[src/rtl/alu_exec_if.sv]
// Upstream request and downstream result handshakes of the ALU execute stage.
// The master side issues operations and consumes results; the stage is the slave.
interface alu_exec_if #(
    parameter int unsigned WIDTH = 8
);
    logic             in_valid;
    logic             in_ready;
    logic [3:0]       in_op;
    logic [WIDTH-1:0] in_a;
    logic [WIDTH-1:0] in_b;
    logic             in_use_acc;
    logic             out_valid;
    logic             out_ready;
    logic [WIDTH-1:0] out_result;

    modport master (
        output in_valid, in_op, in_a, in_b, in_use_acc, out_ready,
        input  in_ready, out_valid, out_result
    );

    modport slave (
        input  in_valid, in_op, in_a, in_b, in_use_acc, out_ready,
        output in_ready, out_valid, out_result
    );
endinterface

[src/rtl/alu_exec_stage.sv]
// Sequential execute stage in front of the combinational 8-bit ALU: registers operands,
// captures result/flags/compare outcome, keeps an accumulator and a sticky error bit.
module alu_exec_stage #(
    parameter int unsigned WIDTH   = 8,
    parameter int unsigned FLAGS_W = 7
) (
    input  logic               clk,
    input  logic               rst_n,
    alu_exec_if.slave          bus,
    output logic [WIDTH-1:0]   alu_a,
    output logic [WIDTH-1:0]   alu_b,
    output logic [3:0]         alu_sel,
    input  logic [WIDTH-1:0]   alu_c,
    input  logic [FLAGS_W-1:0] alu_flags,
    input  logic [1:0]         alu_cmp,
    output logic [FLAGS_W-1:0] flags_q,
    output logic [1:0]         cmp_q,
    output logic [WIDTH-1:0]   acc_q,
    output logic               err_sticky,
    input  logic               clr_err
);
    localparam logic [3:0] OpDiv = 4'h3;
    localparam logic [3:0] OpMod = 4'h4;
    localparam logic [3:0] OpCmp = 4'h5;

    typedef enum logic [1:0] {StIdle, StExec, StDone} state_e;

    state_e           state_q, state_d;
    logic             accept;
    logic             capture;
    logic             op_invalid;
    logic             op_cmp;
    logic             div_zero;
    logic             cap_err;
    logic [WIDTH-1:0] result_q;

    always_ff @(posedge clk or negedge rst_n) begin
        if (!rst_n) begin
            state_q <= StIdle;
        end else begin
            state_q <= state_d;
        end
    end

    always_comb begin
        state_d       = state_q;
        accept        = 1'b0;
        capture       = 1'b0;
        bus.in_ready  = 1'b0;
        bus.out_valid = 1'b0;
        unique case (state_q)
            StIdle: begin
                bus.in_ready = 1'b1;
                if (bus.in_valid) begin
                    accept  = 1'b1;
                    state_d = StExec;
                end
            end
            StExec: begin
                capture = 1'b1;
                state_d = StDone;
            end
            StDone: begin
                bus.out_valid = 1'b1;
                if (bus.out_ready) begin
                    state_d = StIdle;
                end
            end
            default: state_d = StIdle;
        endcase
    end

    // Opcodes E and F are undefined; the ALU output is ignored for them.
    assign op_invalid     = (alu_sel[3:1] == 3'b111);
    assign op_cmp         = (alu_sel == OpCmp);
    assign div_zero       = ((alu_sel == OpDiv) || (alu_sel == OpMod)) && (alu_b == '0);
    assign cap_err        = capture && (op_invalid || div_zero);
    assign bus.out_result = result_q;

    always_ff @(posedge clk or negedge rst_n) begin
        if (!rst_n) begin
            alu_a    <= '0;
            alu_b    <= '0;
            alu_sel  <= '0;
            result_q <= '0;
            flags_q  <= '0;
            cmp_q    <= '0;
            acc_q    <= '0;
        end else begin
            if (accept) begin
                alu_a   <= bus.in_use_acc ? acc_q : bus.in_a;
                alu_b   <= bus.in_b;
                alu_sel <= bus.in_op;
            end
            if (capture) begin
                if (op_invalid) begin
                    result_q <= '0;
                    flags_q  <= '1;
                end else if (op_cmp) begin
                    result_q <= '0;
                    flags_q  <= alu_flags;
                    cmp_q    <= alu_cmp;
                end else begin
                    result_q <= alu_c;
                    flags_q  <= alu_flags;
                    acc_q    <= alu_c;
                end
            end
        end
    end

    // A capture error beats a simultaneous clear.
    always_ff @(posedge clk or negedge rst_n) begin
        if (!rst_n) begin
            err_sticky <= 1'b0;
        end else if (cap_err) begin
            err_sticky <= 1'b1;
        end else if (clr_err) begin
            err_sticky <= 1'b0;
        end
    end
endmodule

[src/flat_wrapper.sv]
// flat-port wrapper written by rule: the top's interface ports become plain ports
module alu_exec_stage_flat 
#(
    parameter int unsigned WIDTH   = 8,
    parameter int unsigned FLAGS_W = 7
)
  (clk, rst_n, alu_a, alu_b, alu_sel, alu_c, alu_flags, alu_cmp, flags_q, cmp_q, acc_q, err_sticky, clr_err, bus_in_valid, bus_in_op, bus_in_a, bus_in_b, bus_in_use_acc, bus_out_ready, bus_in_ready, bus_out_valid, bus_out_result);
  alu_exec_if #(.WIDTH(WIDTH)) bus_i ();
  input  logic clk;
  input  logic rst_n;
  output logic [WIDTH-1:0] alu_a;
  output logic [WIDTH-1:0] alu_b;
  output logic [3:0] alu_sel;
  input  logic [WIDTH-1:0] alu_c;
  input  logic [FLAGS_W-1:0] alu_flags;
  input  logic [1:0] alu_cmp;
  output logic [FLAGS_W-1:0] flags_q;
  output logic [1:0] cmp_q;
  output logic [WIDTH-1:0] acc_q;
  output logic err_sticky;
  input  logic clr_err;
  input wire logic [$bits(bus_i.in_valid)-1:0] bus_in_valid;
  input wire logic [$bits(bus_i.in_op)-1:0] bus_in_op;
  input wire logic [$bits(bus_i.in_a)-1:0] bus_in_a;
  input wire logic [$bits(bus_i.in_b)-1:0] bus_in_b;
  input wire logic [$bits(bus_i.in_use_acc)-1:0] bus_in_use_acc;
  input wire logic [$bits(bus_i.out_ready)-1:0] bus_out_ready;
  output wire logic [$bits(bus_i.in_ready)-1:0] bus_in_ready;
  output wire logic [$bits(bus_i.out_valid)-1:0] bus_out_valid;
  output wire logic [$bits(bus_i.out_result)-1:0] bus_out_result;
  assign bus_i.in_valid = bus_in_valid;
  assign bus_i.in_op = bus_in_op;
  assign bus_i.in_a = bus_in_a;
  assign bus_i.in_b = bus_in_b;
  assign bus_i.in_use_acc = bus_in_use_acc;
  assign bus_i.out_ready = bus_out_ready;
  assign bus_in_ready = bus_i.in_ready;
  assign bus_out_valid = bus_i.out_valid;
  assign bus_out_result = bus_i.out_result;
  alu_exec_stage #(.WIDTH(WIDTH), .FLAGS_W(FLAGS_W)) u_core (.clk(clk), .rst_n(rst_n), .bus(bus_i), .alu_a(alu_a), .alu_b(alu_b), .alu_sel(alu_sel), .alu_c(alu_c), .alu_flags(alu_flags), .alu_cmp(alu_cmp), .flags_q(flags_q), .cmp_q(cmp_q), .acc_q(acc_q), .err_sticky(err_sticky), .clr_err(clr_err));
endmodule
[config.mk]
export PLATFORM = sky130hd
export DESIGN_NAME = alu_exec_stage_flat
export DESIGN_NICKNAME = d
export VERILOG_FILES = /design/src/rtl/alu_exec_if.sv /design/src/rtl/alu_exec_stage.sv /design/src/flat_wrapper.sv
export SDC_FILE = /design/constraint.sdc
export NUM_CORES = 1
export LEC_CHECK = 0
export CAP_MARGIN = 5
export CORE_ASPECT_RATIO = 0.6
export CORE_MARGIN = 4
export CORE_UTILIZATION = 45
export CTS_BUF_LIST = sky130_fd_sc_hd__clkbuf_4
export DETAILED_ROUTE_END_ITERATION = 16
export PLACE_DENSITY = 0.95
export SLEW_MARGIN = 5
export SYNTH_ARGS = -nofsm -noshare
export SYNTH_HDL_FRONTEND = slang
export SYNTH_SLANG_ARGS = --single-unit
[constraint.sdc]
create_clock -name clk -period 2.2 [get_ports clk]
set_input_delay 0.33 -clock clk [delete_from_list [all_inputs] [get_ports clk]]
set_output_delay 0.33 -clock clk [all_outputs]
set_load 0.005 [all_outputs]
# --- Word level (Yosys, flattened, before mapping) ---
# Index checks and enable logic that the tools add are counted.
totals:
  reg_bits: 48
  latchBits: 0
  mem_bits_rw: 0
  romBits: 0
  output_inout_bits: 48
  n_memories: 0
classes:
  addsub: 0
  n_mul: 0
  div: 0
  order_cmp: 0
  n_eq_ne: 8
  shift: 0
  mux: 14
  bitwise: 2
  reduce_logical: 10
op_table:
  columns: ["cell", "n"]
  rows:
  - ["8-bit two-way mux", 3]
  - ["4-bit by 3-bit equality test with 1-bit output (second input constant)", 2]
  - ["8-bit zero test", 1]
  - ["1-bit two-way mux", 7]
  - ["7-bit two-way mux", 1]
  - ["2-bit one-hot mux with 3 select lines", 1]
  - ["3-bit AND reduction", 2]
  - ["4-bit by 2-bit equality test with 1-bit output (second input constant)", 1]
  - ["2-bit two-way mux", 2]
  - ["2-bit inequality test (second input constant)", 2]
  - ["3-bit equality test (second input constant)", 1]
  - ["2-bit by 1-bit equality test with 1-bit output (second input constant)", 1]
  - ["2-bit equality test (second input constant)", 1]
  - ["1-bit logical AND", 2]
  - ["2-bit zero test", 1]
  - ["1-bit logical OR", 2]
  - ["1-bit NOT", 2]
  - ["2-bit AND reduction", 1]
  - ["2-bit nonzero test", 1]

# --- Logic depth before layout (Yosys ltp) ---
logic_depth:
  word_depth: 6
  mapped_depth: 5

# --- Worst setup path after synthesis ---
# OpenSTA, ideal clock, no wires.
synth_timing:
  path_kind: "register -> register"
  startpoint: "reg u_core.state_q[1]"
  endpoint: "reg u_core.cmp_q[0]"
  setup_time_ns: 0.125
  arrival_time_ns: 1.378
  t_required_ns: 2.075
  slack_ns: 0.697
  stages_incl_launch_ff: 4
  synth_period_minus_slack_ns: 1.503
  path_cell_list: "dfrtp_1 nand2b_4 or4b_4 mux2_4"
synth_between:
  elab_chain_cells: 3
synth_lines:
  columns: ["element", "line_no", "source"]
  rows:
  - ["from (decl)", "alu_exec_stage.sv:28", "state_e state_q, state_d;"]
  - ["from (signal assigned)", "alu_exec_stage.sv:39", "state_q <= StIdle;"]
  - ["from (signal assigned)", "alu_exec_stage.sv:41", "state_q <= state_d;"]
  - ["2-bit by 1-bit equality test with 1-bit output", "alu_exec_stage.sv:51", "unique case (state_q)"]
  - ["1-bit two-way mux", "alu_exec_stage.sv:51", null]
  - ["3-bit AND reduction (no source line)", null, null]
  - ["to (signal assigned)", "alu_exec_stage.sv:102", "cmp_q <= alu_cmp;"]
  - ["to (decl)", "alu_exec_stage.sv:17", "output logic [1:0] cmp_q,"]
# Every way passes these cells.
# A chain may end at the register's enable or synchronous reset.

# --- Worst setup path in the final report ---
layout_timing:
  startpoint: "reg u_core.state_q[0]"
  endpoint: "out bus_out_valid"
layout_between:
  elab_chain_cells: 2
layout_lines:
  columns: ["element", "line_no", "source"]
  rows:
  - ["2-bit equality test", "alu_exec_stage.sv:51", null]
  - ["1-bit two-way mux", "alu_exec_stage.sv:51", null]
  - ["to (decl)", "flat_wrapper.sv:29", "output wire logic [$bits(bus_i.out_valid)-1:0] bus_out_valid;"]
# Every way passes these cells.

==> impl_metrics.csv <==
group,metric,value,unit
place,port_buffers,90,
finish,final_cell_mix,"clkdlybuf4s50_1 (89), dfrtp_1 (48), nand2_1 (26), mux2_2 (12), o22ai_1 (10)",
clock_tree,clk-insertion-delay-late,0.35,ns
clock_tree,clkSinkCount,48,
route,dr_total_vias,1608,
logic_synthesis,yosysTopAreaCell,"dfrtp_1",
setup_path,critPathLaunch,"u_core.state_q[0]",
power,internal_power,2.626,mW
timing,fmax,522.6,MHz
setup_path,critPathMaxFanout,6,
grt,grt_first_pass_wirelength,8342,um
setup_path,end_kind,"output port",
route,drc_errors,0,
setup_path,worst-r2r-setup-slack,0.54,ns
place,hpwl,3969,um
setup_path,r2r-end,"u_core.cmp_q[0]",
setup_path,r2r-start,"u_core.state_q[1]",
place,gp_routability_congestion,0.8340,
timing,period_share,0.8698,
timing,relSlewSlack,0.6619,
power,seq_power_share,0.417,
grt,gr-usage-all-layers,0.1955,
logic_synthesis,syn_nets,209,
die,dieArea,5499,sq um
logic_synthesis,synthXorXnorAreaFrac,0,
run,cap_violations,0,
route,dr.pass1.iters,4,
route,drt_iter0_drc,101,
worst_hold_path,hold_class,"input port to async pin",
logic_synthesis,avgSynthCellArea,11.78,sq um
clock_tree,cts.path.max_buffers,2,
finish,seq_area,1201,sq um
die,num_rows,18,
power,clkPwrFrac,0.104,
power,pwr-share-comb,0.479,
timing,min_period,1.914,ns
finish,syn2layout_area_growth,53.55,%
finish,final_common_cell,"clkdlybuf4s50_1",
clock_tree,htree_levels,2,
grt,globalRoute.totalOverflow,0,
die,ios,91,
logic_synthesis,ys_seq_area_frac,0.6142,
logic_synthesis,syn_area,1956,sq um
route,wl,5080,um
logic_synthesis,yosys.area_share.adder,0,
logic_synthesis,synth.area.top_cells,"dfrtp_1 (61%), mux2_2 (6.9%), nand2_1 (5.0%)",
die,start_util,0.4719,
die,fp.dieH,59.07,um
place,placed_cells,313,
finish,n_antenna_cell,0,
timing,hold_violations,0,
power,peakVddDrop,0.8226,mV
finish,n_fill_cell,317,
setup_path,crit_type,"flip-flop to output port",
logic_synthesis,muxShareOfSynthArea,0.1254,
finish,final_cells,322,
power,finalPower,3.932,mW
logic_synthesis,ys_warn_count,0,
die,die_w,93.11,um
clock_tree,root_buffer,"clkbuf_4",
clock_tree,clkTransAtPathRegs,0.14,ns
grt,antenna_found_initial,0,
outcome,outcome,"finished, final reports clean",
logic_synthesis,synthDistinctLibCells,27,
route,drt-vias-per-instance,4.994,
finish,multiInputGateArea,711.9,sq um
grt,grt_max_degree,25,
power,power.leakage,1.260,nW
setup_path,crit_end,"bus_out_valid",
timing,worstMarginPinSlew,0.5056,ns
setup_path,crit_path_start_kind,"flip-flop",
timing,finalSetupTns,0,ns
power,p_per_area,1309,nW/um^2
grt,first_global_vias,1761,
setup_path,timing.critical_path.required,1.87,ns
route,wire_per_inst,15.78,um
power,p_sw_frac,0.3321,
setup_path,worst_ep_arrival_time,1.58,ns
setup_path,ff2ff_path_depth,3,
finish,drive_gt1_frac,0.1221,
clock_tree,numCtsBuffers,5,
timing,setup_viol,0,
die,coreArea,4144,sq um
timing,drv_slew,0,
logic_synthesis,post-synth-top-area-fraction,0.6142,
power,p_sw,1.306,mW
logic_synthesis,synth_compound_area_frac,0.1152,
clock_tree,cts_tree,"built",
route,final_antenna_net_count,0,
timing,rsz0062_at_grt,"false",
timing,skew,0.01118,ns
logic_synthesis,synthSimpleGateAreaFrac,0.1209,
logic_synthesis,synth_top_family_by_area,"multiplexers",
logic_synthesis,synthCells,166,
finish,fin_nets,304,
logic_synthesis,ys_seq_elements,48,
## timing repair
item                                   4_1_cts  5_1_grt
endpoints found under the hold margin       11        0
resized for setup                            0        0
buffers inserted                             0        0
hold buffers                                 1        0
## worst min path at each step
stage | to | cells after the start | startpoint
after floorplan | u_core.acc_q[0] | 0 | rst_n
after global placement | u_core.bus.out_result[0] | 1 | rst_n
after detailed placement | u_core.bus.out_result[3] | 1 | rst_n
after CTS | u_core.acc_q[3] | 2 | rst_n
after global routing | u_core.alu_a[7] | 2 | rst_n
final | u_core.bus.out_result[3] | 2 | rst_n
## kinds of logic (layout without fill, tap and decap cells)
| family | Yosys count | in the layout |
|---|---|---|
| AND/OR/NAND/NOR | 49 | 49 |
| flip-flops | 48 | 48 |
| multiplexers | 22 | 22 |
| buffers and inverters | 11 | 107 |
| AO/OA/AOI/OAI | 36 | 36 |
## per-stage QoR
step             util  setup slack [ns]  hold WS [ns]  cell area [sq um]
6_report       0.7246            0.2864        0.3724               3003
2_1_floorplan       -            0.6969       0.03441               1956
5_1_grt        0.7246            0.2173        0.3707               3003
4_1_cts        0.7246            0.2726        0.3820               3003
3_5_place_dp   0.7086            0.4765        0.2340               2937
3_3_place_gp   0.7086            0.5133        0.2261               2937
## area by class of cell
class	count	area share
Timing Repair Buffer	97	0.3167
Clock inverter	2	0.003750
Sequential cell	48	0.4000
Inverter	2	0.002500
Tap cell	60	0.02500
Multi-Input combinational cell	107	0.2371
Clock buffer	6	0.01500
## flip-flops by register name, indices dropped and copies added (netlist names)
name / flops
u_core.alu_a: 8
u_core.acc_q: 8
u_core.state_q: 2
u_core.alu_b: 8
u_core.err_sticky: 1
u_core.alu_sel: 4
u_core.flags_q: 7
u_core.cmp_q: 2
u_core.bus.out_result: 8
## Yosys cell counts
cell type	number
nor3_1	2
o21a_1	1
a21oi_1	8
or4_1	1
and2_1	1
or4b_4	1
nand2b_1	2
nand2_1	26
dfrtp_1	48
nor4_1	1
a31o_2	1
mux2i_1	8
buf_2	5
inv_1	2
mux2_4	2
nand2b_4	1
clkbuf_1	3
o22a_1	7
o22ai_1	10
nor2b_1	1
buf_1	1
o21ai_0	9
nand3_1	1
or3b_1	1
mux2_2	12
nor2_1	9
nor3b_1	2
## worst max-delay path, cell delays in order, from the launching register on
cell             delay (ns)
dfrtp_1                0.48
nand2b_1               0.19
inv_1                  0.06
clkdlybuf4s50_1        0.51
## layer usage
metal,vias up,GRT usage,wire length [um]
met5,-,0,0
met4,0,0.02923,11
met3,2,0.09391,568
met2,70,0.3193,2227
met1,761,0.2448,2273
li1,775,-,-
## power by group through the flow
stage	Clock [mW]	Sequential [mW]	Combinational, mW
after floorplan	0	1.62	0.750
after global placement	0	1.64	1.84
after detailed placement	0	1.66	1.90
after CTS	0.414	1.64	1.92
after global routing	0.457	1.70	2.07
final	0.408	1.64	1.88
(Power assumes the default switching activity.)
